$ cat src/rtl/mult4u_tr_seq.sv
// Time-redundant sequencer around a shared 4x4 unsigned multiplier.
// Runs (a,b) then (b,a), compares, retries on mismatch.
module mult4u_tr_seq #(
  parameter int SETTLE_CYCLES = 2,
  parameter int MAX_RETRY     = 2,
  parameter int CNT_W         = 8
) (
  input  logic             clk,
  input  logic             rst_n,
  input  logic             in_valid,
  output logic             in_ready,
  input  logic [3:0]       in_a,
  input  logic [3:0]       in_b,
  output logic [3:0]       mul_a,
  output logic [3:0]       mul_b,
  input  logic [7:0]       mul_p,
  output logic             out_valid,
  input  logic             out_ready,
  output logic [7:0]       out_p,
  output logic             out_err,
  output logic [CNT_W-1:0] mism_cnt
);

  typedef enum logic [2:0] {
    S_IDLE,
    S_P1,
    S_P2,
    S_CMP,
    S_DONE
  } state_t;

  localparam logic [3:0]       LP_RELOAD = 4'(SETTLE_CYCLES - 1);
  localparam logic [2:0]       LP_MAXR   = 3'(MAX_RETRY);
  localparam logic [CNT_W-1:0] LP_ONE    = CNT_W'(1);
  localparam logic [CNT_W-1:0] LP_SAT    = '1;

  state_t           r_state;
  state_t           w_next;
  logic [3:0]       r_a;
  logic [3:0]       r_b;
  logic [3:0]       r_mul_a;
  logic [3:0]       r_mul_b;
  logic [7:0]       r_p1;
  logic [7:0]       r_p2;
  logic [3:0]       r_cnt;
  logic [2:0]       r_retry;
  logic             r_out_valid;
  logic [7:0]       r_out_p;
  logic             r_out_err;
  logic [CNT_W-1:0] r_mism;

  logic w_cnt_zero;
  logic w_match;
  logic w_can_retry;

  assign w_cnt_zero  = (r_cnt == 4'd0);
  assign w_match     = (r_p1 == r_p2);
  assign w_can_retry = (r_retry < LP_MAXR);

  assign in_ready  = (r_state == S_IDLE);
  assign mul_a     = r_mul_a;
  assign mul_b     = r_mul_b;
  assign out_valid = r_out_valid;
  assign out_p     = r_out_p;
  assign out_err   = r_out_err;
  assign mism_cnt  = r_mism;

  // State register
  always_ff @(posedge clk or negedge rst_n) begin
    if (!rst_n) r_state <= S_IDLE;
    else        r_state <= w_next;
  end

  // Next-state decode
  always_comb begin
    w_next = r_state;
    unique case (r_state)
      S_IDLE: if (in_valid) w_next = S_P1;
      S_P1:   if (w_cnt_zero) w_next = S_P2;
      S_P2:   if (w_cnt_zero) w_next = S_CMP;
      S_CMP: begin
        if (w_match || !w_can_retry) w_next = S_DONE;
        else                         w_next = S_P1;
      end
      S_DONE: if (out_ready) w_next = S_IDLE;
      default: w_next = S_IDLE;
    endcase
  end

  // Operand, sample, compare and result datapath
  always_ff @(posedge clk or negedge rst_n) begin
    if (!rst_n) begin
      r_a         <= '0;
      r_b         <= '0;
      r_mul_a     <= '0;
      r_mul_b     <= '0;
      r_p1        <= '0;
      r_p2        <= '0;
      r_cnt       <= '0;
      r_retry     <= '0;
      r_out_valid <= 1'b0;
      r_out_p     <= '0;
      r_out_err   <= 1'b0;
      r_mism      <= '0;
    end else begin
      unique case (r_state)
        S_IDLE: begin
          if (in_valid) begin
            r_a     <= in_a;
            r_b     <= in_b;
            r_mul_a <= in_a;
            r_mul_b <= in_b;
            r_retry <= '0;
            r_cnt   <= LP_RELOAD;
          end
        end
        S_P1: begin
          if (w_cnt_zero) begin
            r_p1    <= mul_p;
            r_mul_a <= r_b;
            r_mul_b <= r_a;
            r_cnt   <= LP_RELOAD;
          end else begin
            r_cnt <= r_cnt - 4'd1;
          end
        end
        S_P2: begin
          if (w_cnt_zero) r_p2  <= mul_p;
          else            r_cnt <= r_cnt - 4'd1;
        end
        S_CMP: begin
          if (w_match) begin
            r_out_p     <= r_p1;
            r_out_err   <= 1'b0;
            r_out_valid <= 1'b1;
          end else begin
            if (r_mism != LP_SAT) r_mism <= r_mism + LP_ONE;
            if (w_can_retry) begin
              r_retry <= r_retry + 3'd1;
              r_mul_a <= r_a;
              r_mul_b <= r_b;
              r_cnt   <= LP_RELOAD;
            end else begin
              r_out_p     <= r_p1;
              r_out_err   <= 1'b1;
              r_out_valid <= 1'b1;
            end
          end
        end
        S_DONE: if (out_ready) r_out_valid <= 1'b0;
        default: ;
      endcase
    end
  end

endmodule

$ cat config.mk
export PLATFORM = sky130hd
export DESIGN_NAME = mult4u_tr_seq
export DESIGN_NICKNAME = d
export VERILOG_FILES = /design/src/rtl/mult4u_tr_seq.sv
export SDC_FILE = /design/constraint.sdc
export NUM_CORES = 1
export LEC_CHECK = 0
export CORE_MARGIN = 1.5
export CORE_UTILIZATION = 45
export CTS_CLUSTER_DIAMETER = 120
export DETAILED_ROUTE_END_ITERATION = 16
export PLACE_DENSITY = 0.71
export SLEW_MARGIN = 5
export SYNTH_ARGS = -nofsm -noshare
export SYNTH_HDL_FRONTEND = slang
export SYNTH_SLANG_ARGS = --single-unit
export TNS_END_PERCENT = 5
$ cat constraint.sdc
create_clock -name clk -period 2.4 [get_ports clk]
set_input_delay 0.24 -clock clk [delete_from_list [all_inputs] [get_ports clk]]
set_output_delay 0.24 -clock clk [all_outputs]
set_load 0.01 [all_outputs]
Word level (Yosys, flattened, before mapping)
Index checks and enable logic that the tools add are counted.
{"block": "classes", "addsub": 3, "order_cmp": 1, "n_eq_ne": 15, "n_mux": 33, "bitwise_logic": 1, "reduce_logical": 18}
{"op": "4-bit 2-to-1 mux", "count": 13}
{"op": "3-bit 2-to-1 mux", "count": 8}
{"op": "4-bit one-hot mux with 3 select lines", "count": 2}
{"op": "8-bit 2-to-1 mux", "count": 2}
{"op": "2-bit != test, second input constant", "count": 8}
{"op": "4-bit one-hot mux with 4 select lines", "count": 1}
{"op": "3-bit one-hot mux with 5 select lines", "count": 1}
{"op": "5-bit AND reduction", "count": 2}
{"op": "8-bit by 1-bit adder with 8-bit output, second input constant", "count": 1}
{"op": "8-bit == test", "count": 1}
{"op": "8-bit != test, second input constant", "count": 1}
{"op": "2-bit AND reduction", "count": 4}
{"op": "4-bit AND reduction", "count": 2}
{"op": "3-bit by 2-bit == test with 1-bit output, second input constant", "count": 2}
{"op": "3-bit one-hot mux with 2 select lines", "count": 1}
{"op": "3-bit AND reduction", "count": 2}
{"op": "4-bit zero test", "count": 1}
{"op": "1-bit 2-to-1 mux", "count": 4}
{"op": "2-bit nonzero test", "count": 2}
{"op": "4-bit nonzero test", "count": 1}
{"op": "4-bit by 1-bit subtractor with 4-bit output, second input constant", "count": 1}
{"op": "3-bit by 1-bit adder with 3-bit output, second input constant", "count": 1}
{"op": "3-bit by 1-bit == test with 1-bit output, second input constant", "count": 1}
{"op": "3-bit == test, second input constant", "count": 1}
{"op": "8 further kinds", "count": 8}
{"block": "totals", "ff_bits": 60, "input_bits": 20, "word_cells": 84}

Longest topological paths before layout
Gate-level depths: netlist of run 1.
{"block": "logic_depth", "ltp_word": 5, "depth_mapped": 8}

Worst setup path after synthesis of run 1
OpenSTA, ideal clock, no wires.
{"block": "synth_path", "path_type": "reg2reg", "startpoint": "register r_cnt[0]", "endpoint": "register r_p2[0]", "setup_time_ns": 0.125, "arrival_time_ns": 1.930, "required_ns": 2.275, "slack_ns": 0.345, "path_stages_with_launch": 8, "path_buffers": 2, "period_less_slack_ns": 2.055, "cell_sequence": "dfrtp_1 inv_1 ha_1 or3b_1 buf_2 or4_4 buf_6 mux2_4"}
{"block": "synth_between", "elab_chain_cells": 2}
{"element": "start, declared", "line_no": "45", "source": "logic [3:0] r_cnt;"}
{"element": "start signal, assigned", "line_no": "124", "source": "r_cnt <= r_cnt - 4'd1;"}
{"element": "start signal, assigned", "line_no": "129", "source": "else r_cnt <= r_cnt - 4'd1;"}
{"element": "4-bit zero test", "line_no": "56", "source": "assign w_cnt_zero = (r_cnt == 4'd0);"}
{"element": "2-bit AND reduction (no source line)"}
{"element": "end signal, assigned", "line_no": "128", "source": "if (w_cnt_zero) r_p2 <= mul_p;"}
{"element": "end, declared", "line_no": "44", "source": "logic [7:0] r_p2;"}
No other way between the ends.
A chain may end at the register's enable or synchronous reset.

Worst setup path in the final report of run 1
{"block": "layout_path", "startpoint": "register r_state[1]", "endpoint": "output in_ready"}
{"block": "layout_between", "elab_chain_cells": 1}
{"element": "start, declared", "line_no": "37", "source": "state_t r_state;"}
{"element": "start signal, assigned", "line_no": "71", "source": "else r_state <= w_next;"}
{"element": "3-bit zero test", "line_no": "60", "source": "assign in_ready = (r_state == S_IDLE);"}
{"element": "end, declared", "line_no": "11", "source": "output logic in_ready,"}
No other way between the ends.

==> impl_metrics.json, run 1 <==
{
  "worstSkewPairLatency_ps": 340,
  "fmax_mhz": 471,
  "drive_gt1_share_pct": 24.9,
  "viasPerCell": 5.31,
  "drv_cap": 0,
  "cts.path.max_buffers": 2,
  "core_area_um2": 6280,
  "maxSlewHeadroom_pct": 65.1,
  "clk_transition_reported_paths_ps": 70,
  "final_area_um2": 3710,
  "cts_tree": "yes",
  "worstMarginPinSlew_ps": 524,
  "area_growth_pct": 28.5,
  "rows": 29,
  "synth.distinct_cells": 41,
  "dieHeight_um": 83.1,
  "utilization_pct": 59.1,
  "io_pins": 47,
  "skew_ps": 10.4,
  "cts_num_sinks": 60,
  "synth_area_leaders": "dfrtp_1, mux2_2, mux2_4, xnor2_1, mux2i_1",
  "min_period_over_period_pct": 88.4,
  "synth_most_common_cell": "dfrtp_1",
  "cts_made_buffers": 9,
  "place.gp.congestion": 0.778,
  "route.vias.total": 2007,
  "grt_max_degree": 24,
  "worstPathMaxFanout": 18,
  "synth_top_area_cell": "dfrtp_1",
  "antenna_found_initial": 0,
  "multiInputGateArea_um2": 1300,
  "drt-initial-drc-count": 120,
  "async_reset_ff_share_pct": 100,
  "crit_type": "reg2out",
  "die_w_um": 83.1,
  "first_pass_iters": 4,
  "endpoint_kind": "output port",
  "grt_pass1_wl_mm": 9.79,
  "p_leak_nw": 1.62,
  "rsz0062_at_grt": "false",
  "postPlaceCellArea_um2": 3440,
  "r2r_start": "r_cnt[0]",
  "status": "complete, no violations",
  "synth_area_um2": 2890,
  "register_area_um2": 1500,
  "post_cts_resized": 0,
  "rr_endpoint": "r_p2[6]",
  "num_antenna_cells": 0,
  "grt_usage_pct": 18.1,
  "drcViolationCount": 0,
  "crit_required_ps": 2160,
  "ys_warn_count": 0,
  "syn-num-nets": 266,
  "hold_viol": 0,
  "worstHoldPathType": "in2async",
  "r2r_slack_ps": 360,
  "htree_levels": 3,
  "synth-seq-area-share_pct": 52.0,
  "ys_ff_latch": 60,
  "tns_ps": 0,
  "p_per_area_nw_per_um2": 1400,
  "post-route-min-period_ps": 2120,
  "portBuffers": 46,
  "wl_per_cell_um": 15.1,
  "overflow": 0,
  "synth_ff_type": "dfrtp_1",
  "ant_nets": 0,
  "clock-root-buffer": "clkbuf_8",
  "synth_commonest_cells": "dfrtp_1, mux2_2, nand2_1",
  "vdd_drop_max_mv": 0.660,
  "hpwl_mm": 4.07,
  "drv_slew": 0,
  "synth_enable_flop_cells": 0,
  "routed_wl_mm": 5.71,
  "finalSetupViolCount": 0,
  "start_util_pct": 46.0,
  "synth_top_area_share_pct": 52.0,
  "fillers": 510,
  "fin_nets": 320,
  "worstRegToRegCells": 5,
  "grt_pass1_vias": 2011,
  "cp.arrival_ps": 1880,
  "dieArea_um2": 6910,
  "cp-start-kind": "flip-flop",
  "synthCells": 242,
  "synth_area_per_cell_um2": 11.9
}
## worst max path at each step
stage,startpoint,to,slack (ps),depth (start not counted)
2_1_floorplan,r_cnt[0],r_p2[0],340,7
3_3_place_gp,in_valid,mul_a[1],350,6
3_5_place_dp,in_valid,mul_b[3],320,6
4_1_cts,r_state[1],in_ready,240,3
5_1_grt,r_state[1],in_ready,180,3
6_report,r_state[1],in_ready,280,3
## report_power, final
part           total [mW]  switching (mW)  internal [mW]  leakage (nW)
registers            1.86           0.372           1.49         0.734
clock network        1.16           0.413          0.750         0.126
logic                2.16           0.904           1.26         0.759
## placed cells by master, fill, tap and decap left out, types with 2 or more instances in the layout
cell / count
nand3_1: 3
mux2_4: 8
xnor2_1: 12
or2_2: 3
nand4_1: 2
nand2_1: 20
o2bb2ai_1: 2
dfrtp_1: 60
nor4_1: 2
or4_1: 2
o22a_1: 4
a211o_1: 2
mux2_2: 35
nand2b_1: 3
buf_4: 9
nor3_1: 9
a31oi_1: 2
bufinv_16: 3
and3_1: 2
inv_1: 6
o21ai_0: 11
ha_1: 4
or3_1: 3
xor2_1: 2
mux2i_1: 9
nor2_1: 10
clkdlybuf4s50_1: 45
clkbuf_8: 11
## worst max-delay path, stage by stage (launching register included)
cell and delay [ps]:
dfrtp_1 430, buf_4 240, nor3_1 280, clkdlybuf4s50_1 590
## metrics by stage
stage / hold slack [ps] / std cells / worst slack [ps] / power [mW]
after detailed placement: 254 / 361 / 317 / 4.05
after CTS: 425 / 378 / 241 / 5.24
after global routing: 447 / 378 / 182 / 5.55
final: 403 / 378 / 279 / 5.18
after global placement: 250 / 361 / 352 / 3.97
after floorplan: -55.6 / 242 / 345 / 3.28
## timing repair
action | 4_1_cts | 5_1_grt
endpoints found under the hold margin | 20 | 0
hold buffers | 1 | 0
buffers inserted | 0 | 0
## flip-flops by register name, summed over array words and instances, names as in the netlist
name	cells
mul_a	4
r_retry	3
r_p1	8
r_a	4
r_state	3
r_b	4
out_err	1
r_cnt	4
r_p2	8
mul_b	4
out_p	8
out_valid	1
mism_cnt	8
## logic make-up after synthesis
kind of cell / count (synthesis) / synth area share (%)
buf+inv: 19 / 2.99
xor+xnor: 14 / 4.24
simple gates: 63 / 10.9
compound gates: 30 / 7.23
flops: 60 / 52.0
fa+ha+maj: 4 / 1.73
mux: 52 / 20.9
## cell type report
cell class / count / area share (%)
sequential: 60 / 40.4
clock buffer: 11 / 4.08
timing repair buffer: 56 / 14.4
inverter: 6 / 0.607
clock inverter: 5 / 2.86
tap: 77 / 2.60
multi-input combinational: 163 / 35.1
## layer usage
layer / up-vias / track usage [%] / share of wire (%)
met4: 0 / 6.82 / 0.93
met2: 36 / 27.9 / 48
li1: 966 / - / -
met5: - / 0 / 0
met3: 7 / 4.97 / 3.9
met1: 998 / 24.5 / 47
No activity file was read; power rests on OpenSTA's default activity.
==> run 2: changes to the inputs <==
Settings changed: SLEW_MARGIN 5 to 30.
==> results of run 2 <==
The final DEF is identical to that of run 1; final timing and power are the same.
==> run 3: changes to the inputs <==
Settings changed: CAP_MARGIN set to 20, SETUP_SLACK_MARGIN set to 0.05.
==> results of run 3 <==
The final DEF is identical to that of run 1; final timing and power are the same.
